File: config.mk
export PLATFORM = sky130hd
export DESIGN_NAME = sram_serial_burst_ctrl
export DESIGN_NICKNAME = d
export VERILOG_FILES = /design/src/rtl/sram_serial_burst_ctrl.sv
export SDC_FILE = /design/constraint.sdc
export NUM_CORES = 1
export LEC_CHECK = 0
export BUFFER_PORTS_ARGS = -buffer_cell sky130_fd_sc_hd__buf_2
export CAP_MARGIN = 20
export CORE_MARGIN = 8
export CORE_UTILIZATION = 30
export CTS_BUF_LIST = sky130_fd_sc_hd__clkbuf_8 sky130_fd_sc_hd__clkbuf_16
export DETAILED_ROUTE_END_ITERATION = 16
export GPL_TIMING_DRIVEN = 1
export PLACE_DENSITY = 0.53
export SLEW_MARGIN = 40
export SYNTH_ARGS = -nofsm -noshare
export SYNTH_HDL_FRONTEND = slang
export SYNTH_SLANG_ARGS = --single-unit
export TNS_END_PERCENT = 50
File: constraint.sdc
create_clock -name CLK -period 2.7 [get_ports CLK]
set_input_delay 0.54 -clock CLK [delete_from_list [all_inputs] [get_ports CLK]]
set_output_delay 0.54 -clock CLK [all_outputs]
set_load 0.01 [all_outputs]
File: src/rtl/sram_serial_burst_ctrl.sv
// sram_serial_burst_ctrl: serial header/data in, burst write or burst read of an SRAM macro,
// read words streamed out LSB first on SO.
module sram_serial_burst_ctrl #(
    parameter int DATA_WIDTH = 8,
    parameter int ADDR_WIDTH = 9,
    parameter int LEN_WIDTH  = 4
) (
    input  logic                  CLK,
    input  logic                  BGN,
    input  logic                  SI,
    input  logic                  LOAD_N,
    input  logic [DATA_WIDTH-1:0] PI,
    output logic                  RDY,
    output logic                  BUSY,
    output logic                  D_WE,
    output logic                  CEN,
    output logic                  SO,
    output logic                  SO_VLD,
    output logic [ADDR_WIDTH-1:0] A,
    output logic [DATA_WIDTH-1:0] PO
);
    localparam int HDR_BITS = 1 + ADDR_WIDTH + LEN_WIDTH;
    localparam int CW = $clog2(HDR_BITS > DATA_WIDTH ? HDR_BITS : DATA_WIDTH);

    typedef enum logic [2:0] {S_IDLE, S_HDR, S_WSHF, S_WR, S_RD, S_RCAP, S_RSHF, S_DONE} state_t;

    state_t                r_state, w_state_nxt;
    logic [CW-1:0]         r_cnt;
    logic [HDR_BITS-2:0]   r_hdr;
    logic [DATA_WIDTH-1:0] r_data;
    logic [ADDR_WIDTH-1:0] r_addr;
    logic [LEN_WIDTH-1:0]  r_words;
    logic [HDR_BITS-1:0]   w_hdr_nxt;
    logic                  w_hdr_end, w_word_end, w_step;

    // The final header bit is taken straight from SI, so only HDR_BITS-1 bits need storing.
    assign w_hdr_nxt  = {SI, r_hdr};
    assign w_hdr_end  = r_cnt == CW'(HDR_BITS - 1);
    assign w_word_end = r_cnt == CW'(DATA_WIDTH - 1);
    assign w_step     = (r_state == S_WR || (r_state == S_RSHF && w_word_end)) && r_words != '0;

    always_ff @(posedge CLK or negedge BGN) begin
        if (!BGN)
            r_state <= S_IDLE;
        else
            r_state <= w_state_nxt;
    end

    always_comb begin
        w_state_nxt = r_state;
        case (r_state)
            S_IDLE:  w_state_nxt = LOAD_N ? S_IDLE : S_HDR;
            S_HDR:   w_state_nxt = !w_hdr_end ? S_HDR : (w_hdr_nxt[0] ? S_WSHF : S_RD);
            S_WSHF:  w_state_nxt = w_word_end ? S_WR : S_WSHF;
            S_WR:    w_state_nxt = r_words == '0 ? S_DONE : S_WSHF;
            S_RD:    w_state_nxt = S_RCAP;
            S_RCAP:  w_state_nxt = S_RSHF;
            S_RSHF:  w_state_nxt = !w_word_end ? S_RSHF : (r_words == '0 ? S_DONE : S_RD);
            S_DONE:  w_state_nxt = LOAD_N ? S_IDLE : S_DONE;
            default: w_state_nxt = S_IDLE;
        endcase
    end

    always_comb begin
        RDY    = r_state == S_DONE;
        BUSY   = r_state != S_IDLE && r_state != S_DONE;
        D_WE   = r_state == S_WR;
        CEN    = r_state == S_WR || r_state == S_RD;
        SO_VLD = r_state == S_RSHF;
        SO     = SO_VLD & r_data[0];
        A      = CEN ? r_addr : '0;
        PO     = D_WE ? r_data : '0;
    end

    always_ff @(posedge CLK or negedge BGN) begin
        if (!BGN) begin
            r_cnt   <= '0;
            r_hdr   <= '0;
            r_data  <= '0;
            r_addr  <= '0;
            r_words <= '0;
        end else begin
            r_cnt <= (w_state_nxt != r_state) ? '0 : r_cnt + CW'(1);
            if (r_state == S_HDR)
                r_hdr <= w_hdr_nxt[HDR_BITS-1:1];
            if (r_state == S_HDR && w_hdr_end) begin
                r_addr  <= w_hdr_nxt[ADDR_WIDTH:1];
                r_words <= w_hdr_nxt[HDR_BITS-1 -: LEN_WIDTH];
            end else if (w_step) begin
                r_addr  <= r_addr + ADDR_WIDTH'(1);
                r_words <= r_words - LEN_WIDTH'(1);
            end
            if (r_state == S_WSHF)
                r_data <= {SI, r_data[DATA_WIDTH-1:1]};
            else if (r_state == S_RCAP)
                r_data <= PI;
            else if (r_state == S_RSHF)
                r_data <= r_data >> 1;
        end
    end
endmodule
==> flow_metrics.py <==
metrics = {
    "yosys": {
        "synthCells": 270,
        "syn_area_um2": 2360,
        "synthFlopType": "dfrtp_1",
        "ys_seq_area_share_pct": 43.5,
        "synth-async-reset-ratio_pct": 100,
        "synth_edf_count": 0,
        "syn_area_per_cell_um2": 8.73,
        "synth_cell_types": 45,
        "synth.net_count": 287,
        "ys.warnings.count": 0,
        "synth-seq-cells": 41,
    },
    "cells_and_area": {
        "layout-drive-gt1-share_pct": 19.3,
        "synthToLayoutAreaGrowth_pct": 17.4,
        "layout_common_cells": "52 x nand2_1, 41 x dfrtp_1, 34 x buf_2",
        "diodes": 0,
        "fin_nets": 321,
        "final_util_pct": 36.0,
        "final_common_cell": "nand2_1",
    },
    "critical_path": {
        "cpPeakStageDelay_ps": 600,
        "setup.worst_path.end_class": "output pin",
        "critPathMaxFanout": 16,
        "rr_startpoint": "r_words[0]",
        "path_cells": "and3b_2 -> a21oi_1 -> buf_4 -> nor2b_1 -> buf_2",
        "worstSetupStartpoint": "r_state[0]",
        "critPathKind": "reg2out",
        "critPathTopFamily": "flip-flops",
        "arrival_ps": 1930,
        "cp_slowest_cell": "dfrtp_1",
        "required_ps": 2160,
        "crit_path_start_kind": "register",
        "critPathBufInv": 2,
    },
    "clocking": {
        "clock_latency_ps": 290,
        "numCtsBuffers": 5,
        "clock-sinks": 41,
        "h-tree-depth": 2,
        "path_clk_slew_ps": 80,
        "clockBufferDepth": 2,
        "ctsRootBufferMaster": "clkbuf_8",
        "cts_tree": "done",
    },
    "grt": {
        "grt_usage_pct": 10.7,
        "grt.overflow.total": 0,
        "grt_pass1_wl_mm": 9.79,
        "antenna_found_initial": 0,
        "grt_max_degree": 27,
        "grt_pass1_vias": 1929,
    },
    "routing": {
        "drt-wirelength-per-cell_um": 14.3,
        "drc": 0,
        "dr_total_vias": 1964,
        "drt_iter0_drc": 84,
        "routed_via_density": 4.83,
        "wirelength_mm": 5.82,
        "dr.pass1.iters": 4,
        "ant_nets": 0,
    },
    "flow_run": {
        "cap_viol_max_count": 0,
    },
    "die": {
        "dieArea_um2": 10900,
        "core-area_um2": 7690,
        "die_w_um": 105,
        "start_util_pct": 30.7,
        "io_pins": 35,
        "die_h_um": 105,
        "num_rows": 32,
    },
    "sta": {
        "setup_violations": 0,
        "worst_slew_pin_slew_ps": 704,
        "fin_crit_ps": 2470,
        "max_freq_mhz": 405,
        "fin_crit_sh_pct": 91.4,
        "slew_headroom_pct": 53.1,
        "slew_viol_final": 0,
        "rsz0062_at_grt": "no",
        "finalSetupTns_ps": 0,
        "finClkSkew_ps": 5.27,
        "hold_viol": 0,
    },
    "power_and_ir_drop": {
        "p_leak_nw": 1.32,
        "p_per_area_nw_per_um2": 1070,
        "vdd_drop_max_v": 0.000369,
    },
    "hold_path": {
        "hold_class": "in2async",
    },
    "place": {
        "portBuffers": 34,
        "place.gp.congestion": 0.775,
        "dpl.hpwl_mm": 4.21,
    },
    "run_status": {
        "status": "finished clean",
    },
}
cells in the mapped netlist (3+ instances only):
cell type,n,area [um^2]
xnor2_1,4,35.0
dfrtp_1,41,1030
nand2_1,52,195
a211oi_1,8,60.1
nor3_1,3,15.0
ha_1,5,62.6
mux2i_1,8,80.1
and2_1,11,68.8
nand2b_1,3,18.8
nand3_1,9,45.0
clkbuf_1,12,45.0
a221o_1,3,30.0
nor2b_1,15,93.8
inv_1,10,37.5
a21oi_1,14,70.1
nor2_1,24,90.1
a31oi_1,6,37.5
o21ai_0,8,40.0
worst register-to-register path: stages, from the launching register on:
cell	delay, ps
dfrtp_1	380
inv_1	120
ha_1	180
or3b_2	510
a221oi_2	630
o21ai_0	190
o311ai_0	130
power by group:
part | internal [W] | total, W | leakage, nW | switching, W
logic | 0.000582 | 0.00136 | 0.732 | 0.000783
registers | 0.000841 | 0.00107 | 0.525 | 0.000227
clock network | 0.000298 | 0.000513 | 0.0626 | 0.000216
total | 0.00172 | 0.00295 | 1.32 | 0.00123
through the flow:
step                      instance area, um^2  hold slack (ps)  cells  total power [W]  worst slack (ps)
final                                    2770              151    407          0.00295               233
after detailed placement                 2650              468    399          0.00246               370
after CTS                                2770              165    407          0.00299              19.8
after global placement                   2650              468    399          0.00244               448
after global routing                     2770              173    407          0.00321              53.7
after floorplan                          2360              244    270          0.00204               779
final timing paths:
check	cells after the start	slack [ps]	endpoint
worst max register to register	6	440	r_addr[3]
min in group CLK	1	490	r_state[2]
max in group asynchronous	2	1870	r_hdr[8]
worst min-delay path	1	150	r_state[1]
worst min register to register	1	490	r_state[2]
worst max-delay path	5	230	A[8]
registers in the layout (all words and copies together) (netlist names):
| register | count |
|---|---|
| r_state | 3 |
| r_hdr | 13 |
| r_addr | 9 |
| r_data | 8 |
| r_cnt | 4 |
| r_words | 4 |
logic make-up (layout without fill, tap and decap cells):
family                   Yosys count  count (layout)  synth area share, %
multiplexers                       8               8                 3.40
AND/OR/NAND/NOR                  133             133                 27.9
flip-flops                        41              41                 43.5
XOR/XNOR                           4               4                 1.49
buffers and inverters             26              61                 4.72
adder cells (fa/ha/maj)            5               5                 2.65
AO/OA/AOI/OAI                     53              53                 16.3
timing repair:
action,in CTS,in global routing
gates resized for setup,0,1
setup endpoints to repair,0,10
hold buffers,0,0
buffers inserted,0,0
layout make-up:
cell class	count	area (um^2)
clock inverter	2	33.8
tap	102	128
clock buffer	6	82.6
fill	825	4920
sequential	41	1030
multi-input combinational	203	1220
timing repair buffer	43	238
inverter	10	37.5
per-layer routing:
metal  global-route usage [%]  wire, um  part of all wire [%]  vias up
met4                     2.45        36                  0.62        0
met5                        0         0                     0        -
met1                     14.6      2980                    51      912
li1                         -         -                     -      999
met2                     16.4      2530                    43       48
met3                     2.95       277                   4.8        5
(Power assumes the default switching activity.)
